$ cat config.mk
export PLATFORM = sky130hd
export DESIGN_NAME = seg_scan_driver
export DESIGN_NICKNAME = d
export VERILOG_FILES = /design/src/rtl/seg_pkg.sv /design/src/rtl/seg_glyph_rom.sv /design/src/rtl/seg_scan_driver.sv
export SDC_FILE = /design/constraint.sdc
export NUM_CORES = 1
export LEC_CHECK = 0
export BUFFER_PORTS_ARGS = -buffer_cell sky130_fd_sc_hd__buf_2
export CAP_MARGIN = 5
export CORE_UTILIZATION = 56
export CTS_BUF_LIST = sky130_fd_sc_hd__clkbuf_16
export DETAILED_ROUTE_END_ITERATION = 12
export GPL_TIMING_DRIVEN = 0
export PLACE_DENSITY_LB_ADDON = 0.25
export SYNTH_ARGS = -nofsm -noshare
export SYNTH_HDL_FRONTEND = slang
export SYNTH_SLANG_ARGS = --single-unit
$ cat constraint.sdc
create_clock -name clk -period 2.44 [get_ports clk]
set_input_delay 0.122 -clock clk [delete_from_list [all_inputs] [get_ports clk]]
set_output_delay 0.122 -clock clk [all_outputs]
set_load 0.005 [all_outputs]
$ cat src/rtl/seg_pkg.sv
// seg_pkg: shared constants for the seven-segment scan driver.
//   - 4-bit glyph codes GLYPH_L .. GLYPH_BLANK
//   - 7-bit active-low segment patterns, a..g on bits [6]..[0]
//   - SEG_OFF: every segment dark
package seg_pkg;

  localparam logic [3:0] GLYPH_L     = 4'd0;
  localparam logic [3:0] GLYPH_U     = 4'd1;
  localparam logic [3:0] GLYPH_F     = 4'd2;
  localparam logic [3:0] GLYPH_O     = 4'd3;
  localparam logic [3:0] GLYPH_P     = 4'd4;
  localparam logic [3:0] GLYPH_E     = 4'd5;
  localparam logic [3:0] GLYPH_N     = 4'd6;
  localparam logic [3:0] GLYPH_DASH  = 4'd7;
  localparam logic [3:0] GLYPH_A     = 4'd8;
  localparam logic [3:0] GLYPH_C     = 4'd9;
  localparam logic [3:0] GLYPH_H     = 4'd10;
  localparam logic [3:0] GLYPH_R     = 4'd11;
  localparam logic [3:0] GLYPH_T     = 4'd12;
  localparam logic [3:0] GLYPH_D     = 4'd13;
  localparam logic [3:0] GLYPH_S     = 4'd14;
  localparam logic [3:0] GLYPH_BLANK = 4'd15;

  localparam logic [6:0] SEG_L    = 7'b1110001;
  localparam logic [6:0] SEG_U    = 7'b1000001;
  localparam logic [6:0] SEG_F    = 7'b0111000;
  localparam logic [6:0] SEG_O    = 7'b0000001;
  localparam logic [6:0] SEG_P    = 7'b0011000;
  localparam logic [6:0] SEG_E    = 7'b0110000;
  localparam logic [6:0] SEG_N    = 7'b1101010;
  localparam logic [6:0] SEG_DASH = 7'b1111110;
  localparam logic [6:0] SEG_A    = 7'b0001000;
  localparam logic [6:0] SEG_C    = 7'b0110001;
  localparam logic [6:0] SEG_H    = 7'b1001000;
  localparam logic [6:0] SEG_R    = 7'b1111010;
  localparam logic [6:0] SEG_T    = 7'b1110000;
  localparam logic [6:0] SEG_D    = 7'b1000010;
  localparam logic [6:0] SEG_S    = 7'b0100100;
  localparam logic [6:0] SEG_OFF  = 7'b1111111;

endpackage

$ cat src/rtl/seg_glyph_rom.sv
// seg_glyph_rom: combinational glyph code -> active-low segment pattern.
// Ports:
//   code_i  in  4  glyph code
//   seg_o   out 7  segments a..g on [6]..[0], 0 = lit
module seg_glyph_rom
  import seg_pkg::*;
(
  input  logic [3:0] code_i,
  output logic [6:0] seg_o
);

  always_comb begin
    seg_o = SEG_OFF;
    case (code_i)
      GLYPH_L:     seg_o = SEG_L;
      GLYPH_U:     seg_o = SEG_U;
      GLYPH_F:     seg_o = SEG_F;
      GLYPH_O:     seg_o = SEG_O;
      GLYPH_P:     seg_o = SEG_P;
      GLYPH_E:     seg_o = SEG_E;
      GLYPH_N:     seg_o = SEG_N;
      GLYPH_DASH:  seg_o = SEG_DASH;
      GLYPH_A:     seg_o = SEG_A;
      GLYPH_C:     seg_o = SEG_C;
      GLYPH_H:     seg_o = SEG_H;
      GLYPH_R:     seg_o = SEG_R;
      GLYPH_T:     seg_o = SEG_T;
      GLYPH_D:     seg_o = SEG_D;
      GLYPH_S:     seg_o = SEG_S;
      default:     seg_o = SEG_OFF;
    endcase
  end

endmodule

$ cat src/rtl/seg_scan_driver.sv
// seg_scan_driver: time-multiplexed seven-segment driver for NUM_DIGITS digits
// sharing one active-low segment bus, one active-low anode per digit.
// Glyphs are double buffered: loads land in a pending buffer that is promoted
// to the displayed (active) buffer only when the scan wraps to digit 0.
// Each digit slot starts with GUARD_CYC cycles of all anodes off while the
// segment bus already carries the new digit's pattern (anti-ghosting).
// Optional macro SEG_BLINK_EN adds the blink_mask port and a blink phase that
// toggles every BLINK_FRAMES frames.
// Ports:
//   clk         in  1            clock
//   reset       in  1            async, active-high
//   glyph_bus   in  NUM_DIGITS*4 glyph codes, digit i = [4i+3:4i], digit 0 rightmost
//   load        in  1            capture glyph_bus/blank_mask
//   blank_mask  in  NUM_DIGITS   1 = force digit dark (captured with load)
//   blink_mask  in  NUM_DIGITS   1 = digit blinks (SEG_BLINK_EN only, live)
//   seg         out 7            a..g on [6]..[0], 0 = lit
//   an          out NUM_DIGITS   anode enables, 0 = on
//   frame_done  out 1            pulse in the cycle the index becomes 0
module seg_scan_driver
  import seg_pkg::*;
#(
  parameter int NUM_DIGITS  = 4,
  parameter int REFRESH_DIV = 100000,
  parameter int GUARD_CYC   = 16
`ifdef SEG_BLINK_EN
  , parameter int BLINK_FRAMES = 64
`endif
) (
  input  logic                    clk,
  input  logic                    reset,
  input  logic [NUM_DIGITS*4-1:0] glyph_bus,
  input  logic                    load,
  input  logic [NUM_DIGITS-1:0]   blank_mask,
`ifdef SEG_BLINK_EN
  input  logic [NUM_DIGITS-1:0]   blink_mask,
`endif
  output logic [6:0]              seg,
  output logic [NUM_DIGITS-1:0]   an,
  output logic                    frame_done
);

  localparam int SW = $clog2(REFRESH_DIV);
  localparam int IW = $clog2(NUM_DIGITS);
  localparam logic [SW-1:0] SLOT_TC   = SW'(REFRESH_DIV - 1);
  localparam logic [SW-1:0] GUARD_END = SW'(GUARD_CYC);
  localparam logic [IW-1:0] IDX_LAST  = IW'(NUM_DIGITS - 1);

  typedef logic [NUM_DIGITS-1:0][3:0] glyphs_t;

  logic [SW-1:0]         slot_q, slot_d;
  logic [IW-1:0]         idx_q, idx_d;
  glyphs_t               act_glyph_q, act_glyph_d;
  glyphs_t               pend_glyph_q, pend_glyph_d;
  logic [NUM_DIGITS-1:0] act_blank_q, act_blank_d;
  logic [NUM_DIGITS-1:0] pend_blank_q, pend_blank_d;
  logic                  pend_vld_q, pend_vld_d;
  logic [6:0]            seg_q, seg_d;
  logic [NUM_DIGITS-1:0] an_q, an_d;
  logic                  fd_q, fd_d;

  glyphs_t    bus_glyph;
  logic       tc, wrap;
  logic [6:0] rom_seg;
  logic       blink_hide;

  assign bus_glyph = glyph_bus;
  assign tc        = (slot_q == SLOT_TC);
  assign wrap      = tc && (idx_q == IDX_LAST);

  seg_glyph_rom u_rom (
    .code_i (act_glyph_q[idx_q]),
    .seg_o  (rom_seg)
  );

`ifdef SEG_BLINK_EN
  localparam int FW = (BLINK_FRAMES > 1) ? $clog2(BLINK_FRAMES) : 1;

  logic [FW-1:0] fcnt_q;
  logic          phase_q;

  // Counts frame_done pulses; phase 1 hides blinking digits.
  always_ff @(posedge clk or posedge reset) begin
    if (reset) begin
      fcnt_q  <= '0;
      phase_q <= 1'b0;
    end else if (fd_q) begin
      if (fcnt_q == FW'(BLINK_FRAMES - 1)) begin
        fcnt_q  <= '0;
        phase_q <= ~phase_q;
      end else begin
        fcnt_q  <= fcnt_q + 1'b1;
      end
    end
  end

  assign blink_hide = phase_q & blink_mask[idx_q];
`else
  assign blink_hide = 1'b0;
`endif

  always_comb begin
    slot_d       = slot_q + 1'b1;
    idx_d        = idx_q;
    act_glyph_d  = act_glyph_q;
    act_blank_d  = act_blank_q;
    pend_glyph_d = pend_glyph_q;
    pend_blank_d = pend_blank_q;
    pend_vld_d   = pend_vld_q;

    if (tc) begin
      slot_d = '0;
      idx_d  = (idx_q == IDX_LAST) ? '0 : idx_q + 1'b1;
    end

    // Active buffer only changes at the frame boundary; a load on that same
    // cycle is newer than anything pending, so it bypasses straight in.
    if (wrap) begin
      pend_vld_d = 1'b0;
      if (load) begin
        act_glyph_d = bus_glyph;
        act_blank_d = blank_mask;
      end else if (pend_vld_q) begin
        act_glyph_d = pend_glyph_q;
        act_blank_d = pend_blank_q;
      end
    end else if (load) begin
      pend_glyph_d = bus_glyph;
      pend_blank_d = blank_mask;
      pend_vld_d   = 1'b1;
    end

    // Blanked digits keep their anode slot so every digit has equal duty.
    seg_d = (act_blank_q[idx_q] || blink_hide) ? SEG_OFF : rom_seg;
    an_d  = (slot_q < GUARD_END) ? '1 : ~(NUM_DIGITS'(1) << idx_q);
    fd_d  = wrap;
  end

  always_ff @(posedge clk or posedge reset) begin
    if (reset) begin
      slot_q       <= '0;
      idx_q        <= '0;
      act_glyph_q  <= {NUM_DIGITS{GLYPH_BLANK}};
      pend_glyph_q <= {NUM_DIGITS{GLYPH_BLANK}};
      act_blank_q  <= '0;
      pend_blank_q <= '0;
      pend_vld_q   <= 1'b0;
      seg_q        <= SEG_OFF;
      an_q         <= '1;
      fd_q         <= 1'b0;
    end else begin
      slot_q       <= slot_d;
      idx_q        <= idx_d;
      act_glyph_q  <= act_glyph_d;
      pend_glyph_q <= pend_glyph_d;
      act_blank_q  <= act_blank_d;
      pend_blank_q <= pend_blank_d;
      pend_vld_q   <= pend_vld_d;
      seg_q        <= seg_d;
      an_q         <= an_d;
      fd_q         <= fd_d;
    end
  end

  assign seg        = seg_q;
  assign an         = an_q;
  assign frame_done = fd_q;

endmodule

# Word-level counts from Yosys, hierarchy flattened
# Memory sizes are Yosys's and may differ from the RTL's.
# Cells that the tools add are included.
word_totals:
  register_bits: 72
  latch_bits: 0
  mem_bits_rw: 0
  romBits: 112
  input_bits: 23
  output_inout_bits: 12
  wordCells: 45
  mem_count: 1
memory_table:
  columns: ["memory", "depth", "width", "rd", "rd_ports_with_merged_regs", "write_ports", "line_no", "source"]
  rows:
  - ["(no name shown)", 16, 7, 1, 0, 0, "seg_glyph_rom.sv:14", "case (code_i)"]
op_classes:
  addsub: 2
  n_mul: 0
  div: 0
  n_lt_le_gt_ge: 2
  n_eq_ne: 2
  shift: 1
  mux: 14
  n_bitwise: 2
  n_reduce_logical: 5
op_table:
  columns: ["cell", "count"]
  rows:
  - ["2-to-1 mux 16 bit", 2]
  - ["adder 17 x 1 -> 17 bit, second input constant", 1]
  - ["equality test 17 bit, second input constant", 1]
  - ["less-than comparator 17 x 5 -> 1 bit, second input constant", 1]
  - ["2-to-1 mux 17 bit", 1]
  - ["2-to-1 mux 4 bit", 4]
  - ["binary-select mux 4 bit (select 2 bit)", 1]
  - ["2-to-1 mux 7 bit", 1]
  - ["NOT 4 bit", 1]
  - ["AND reduction 2 bit", 2]
  - ["nonzero test 2 bit", 2]
  - ["<< shifter 1 x 2 -> 4 bit, first input constant", 1]
  - ["less-than comparator 2 x 3 -> 1 bit, second input constant", 1]
  - ["2-to-1 mux 1 bit", 3]
  - ["adder 2 x 1 -> 2 bit, second input constant", 1]
  - ["binary-select mux 1 bit (select 2 bit)", 1]
  - ["equality test 2 bit, second input constant", 1]
  - ["2-to-1 mux 2 bit", 1]
  - ["logical AND 1 bit", 1]
  - ["NOT 1 bit", 1]

# Logic depth before layout (Yosys ltp)
depth:
  word_depth: 4
  mapped_depth: 8
  mapped_depth_nobuf: 7

# Modules after synthesis
# From an unflattened synthesis, not the netlist that was laid out.
unflattened:
  hier_cells: 326
  area_unflattened_um2: 3708.6
modules_own_cells:
  columns: ["module", "instances", "cells_per_inst", "area_per_inst_um2", "seq_area_each_um2"]
  rows:
  - ["seg_scan_driver", 1, 289, 3427.0, 1855.5]
  - ["seg_glyph_rom", 1, 37, 281.5, 0.0]

# Worst setup path before layout
# Ideal clock, no wire load.
synth_path:
  path_kind: "register to register"
  from: "reg idx_q[0]"
  to: "reg seg_q[5] (netlist: seg[5])"
  setup_time_ns: 0.086
  arrival_ns: 1.976
  required_time_ns: 2.354
  path_slack_ns: 0.379
  path_stages_with_launch: 7
  path_buffers: 1
  synth_period_minus_slack_ns: 2.061
  cell_sequence: "dfrtp_1 -> buf_2 -> mux4_2 -> ha_1 -> or3_1 -> a31oi_1 -> o21ai_1"
synth_via:
  elab_chain_cells: 4
  elab_cells_between_ends: 6
  classes_between: "mux: 5; memory: 1"
synth_rtl:
  columns: ["element", "line_no", "source"]
  rows:
  - ["from (decl)", "seg_scan_driver.sv:51", "logic [IW-1:0] idx_q, idx_d;"]
  - ["from (signal assigned)", "seg_scan_driver.sv:152", "idx_q <= idx_d;"]
  - ["binary-select mux 4 bit (select 2 bit)", "seg_scan_driver.sv:71", ".code_i (act_glyph_q[idx_q]),"]
  - ["2-to-1 mux 4 bit (implied by the code)", "seg_scan_driver.sv:71", null]
  - ["memory (16 x 7 bit)", null, null]
  - ["2-to-1 mux 7 bit *", "seg_scan_driver.sv:133", "seg_d = (act_blank_q[idx_q] || blink_hide) ? SEG_OFF : rom_seg;"]
  - ["named net seg_d[5]", "seg_scan_driver.sv:57", "logic [6:0] seg_q, seg_d;"]
  - ["to (signal assigned)", "seg_scan_driver.sv:158", "seg_q <= seg_d;"]
  - ["to (decl)", "seg_scan_driver.sv:57", null]
# Mark *: on every way through the listed nets, which the timed path passes. The rest lies on a longest branch. The select of a mux whose other input is x is not followed.
# A chain may end at the register's enable or synchronous reset.

# Worst setup path in the final report
layout_path:
  from: "reg idx_q[0]"
  to: "reg seg_q[6] (netlist: seg[6])"
# Same word-level chain as after synthesis.

==> results.yml <==
run_status:
  status: "finished with violations"
  violations: "negative hold slack"
timing:
  rsz0062_at_grt: "no"
  hold_violations: 21
  slew_headroom_pct: 43.28
  drv_slew: 0
  clock.fmax_mhz: 446.2
  period_share_pct: 91.86
  setup_tns_ns: 0
  setup-violations-final: 0
  whs_ns: -0.02996
  skew_ns: 0.007098
  tightest_slew_ns: 0.8507
  period_minus_slack_ns: 2.241
  setup_slack_ns: 0.1987
synthesis:
  synthTopCellsByArea: "dfstp_2 (30%), dfrtp_1 (20%), mux2_2 (6.4%)"
  syn_inst: 316
  yosysSeqAreaShare_pct: 49.98
  synth_nets: 352
  synth_warnings: 0
  synth_top_cell_area_share_pct: 30.43
  synth_area_per_cell_um2: 11.75
  yosysTopAreaCell: "dfstp_2"
  synth_edf_count: 0
  async_reset_ff_share_pct: 100.0
  synth-seq-cells: 72
  syn-cell-area_um2: 3712
  ys.flop_type: "dfstp_2"
  synth.distinct_cells: 47
placed_design:
  port_buffers: 33
  dpl.hpwl_mm: 5.043
  dp_worst_setup_slack_ns: 0.1992
  place_area_um2: 3976
  placedCellCount: 426
  globalplace.congestion: 0.7982
global_route:
  gr-usage-met2_pct: 35.10
  grt_max_degree: 73
  gr-max-usage-layer: "met2"
  grt-ovfl-total: 0
  grt.total_usage_pct: 23.45
  gr-usage-met1_pct: 33.49
  grt_pass1_vias: 2539
  antenna_found_initial: 0
  grtUsageMet3_pct: 3.976
  grt_pass1_wl_mm: 12.76
worst_setup_path:
  rrSetupSlack_ns: 0.20
  r2r_end: "seg[6]"
  crit_type: "flop to flop"
  r2r_start: "idx_q[0]"
  cp.required_ns: 2.69
  startpoint: "idx_q[0]"
  worstPathMaxFanout: 7
  setup.worst_path.end_class: "flop"
  crit_path_end: "seg[6]"
  reg2regPathDepth: 8
  cp-start-kind: "flop"
  cp.arrival_ns: 2.49
cells_and_area:
  antenna_cells: 0
  final_util_pct: 66.67
  final_common_cell: "dfstp_2"
  mostFrequentLayoutCells: "dfstp_2 (43), buf_2 (36), dfrtp_1 (29)"
  layout.cells.non_filler: 442
  nets: 396
  layout-drive-gt1-share_pct: 38.63
  final_cell_area_um2: 4258
  syn2layout_area_growth_pct: 14.69
floorplanning:
  io_pins: 35
  fp.dieW_um: 83.42
  die_area_um2: 6959
  rows: 29
  start_util_pct: 58.13
  core_area_um2: 6386
  die_h_um: 83.42
route:
  vias: 2657
  drt-pass1-iter-count: 4
  drtIter0Drc: 166
  routed_wl_mm: 7.529
  wl_per_cell_um: 17.03
  drt.antenna.violating_nets: 0
  route.detailed.drc: 0
  routed_via_density: 6.011
clock_tree:
  h-tree-depth: 3
  cts_made_buffers: 9
  clock_latency_ns: 0.33
  cts_tree: "yes"
  clock_path_buffers: 2
  root_buffer: "clkbuf_16"
  clkSinkCount: 72
  path_clk_slew_ns: 0.06
job:
  cap_viol_max_count: 0
power_and_ir_drop:
  peakVddDrop_mv: 0.4452
  powerDensity_nw_per_um2: 657.1
  power.leakage_nw: 1.835
  finalPower_mw: 2.798
min_path:
  min_path_type: "input pin to async pin"
cells in the mapped netlist, types with 4 or more instances:
master and instances:
nand3_1 8, nand4_1 6, mux4_2 5, nand2b_1 5, buf_2 4, o32ai_1 4, xnor2_1 5, nand2_1 17
o41ai_1 11, ha_1 13, mux2i_1 4, inv_1 26, mux2_2 21, a221o_1 15, o22ai_1 5, clkbuf_1 10
dfstp_2 43, xor2_1 8, or3b_2 11, a21oi_1 6, nor2_1 13, dfrtp_1 29
layer usage:
layer	routed length, µm	vias up
met3	357	10
li1	-	1251
met1	3493	1326
met5	0	-
met2	3552	70
met4	126	0
worst max-delay path: stages, from the launching register on:
cell and delay [ns]:
dfrtp_1 0.38, clkbuf_4 0.23, mux4_2 0.62, inv_1 0.20, ha_1 0.17, inv_1 0.05, mux2i_1 0.15, mux2i_1 0.09
or2_2 0.27
where the power goes:
part / switching (mW) / internal [mW] / leakage (nW) / total, mW
Clock: 0.461 / 0.771 / 0.141 / 1.23
Sequential: 0.0354 / 1.30 / 0.819 / 1.34
Combinational: 0.120 / 0.111 / 0.875 / 0.231
cell families after synthesis:
| group | Yosys count | synth area share (%) |
|---|---|---|
| compound gates | 57 | 12.40 |
| simple gates | 84 | 13.68 |
| buf+inv | 46 | 5.696 |
| flops | 72 | 49.98 |
| fa+ha+maj | 13 | 4.382 |
| mux | 31 | 10.79 |
| xor+xnor | 13 | 3.067 |
flip-flops by register name, summed over array words and instances, names as in the netlist:
register / cells
seg: 7
act_blank_q: 4
an: 4
slot_q: 17
frame_done: 1
act_glyph_q: 16
pend_vld_q: 1
pend_blank_q: 4
pend_glyph_q: 16
idx_q: 2
timing repair:
item / in CTS / in global routing
resized for setup: 0 / 1
setup endpoints to repair: 0 / 1
buffers inserted: 0 / 0
hold buffers: 0 / 0
worst min-delay path by stage:
stage | start | slack, ns | cells past startpoint | end
2_1_floorplan | glyph_bus[1] | 0.26 | 1 | pend_glyph_q[1]
3_3_place_gp | glyph_bus[13] | 0.37 | 2 | act_glyph_q[13]
3_5_place_dp | reset | 0.36 | 2 | slot_q[16]
4_1_cts | reset | 0.007 | 2 | slot_q[16]
5_1_grt | glyph_bus[7] | 0.04 | 2 | act_glyph_q[7]
6_report | reset | -0.03 | 2 | slot_q[16]
final cells by class:
type | count | area, µm²
multi-input combinational | 198 | 1645
timing repair buffer | 33 | 165.2
clock buffer | 9 | 225.2
tap | 77 | 96.34
sequential | 72 | 1856
fill | 461 | 2128
buffer | 20 | 116.4
inverter | 26 | 100.1
clock inverter | 7 | 53.80
Note: power is estimated with default switching activity, not from simulation.
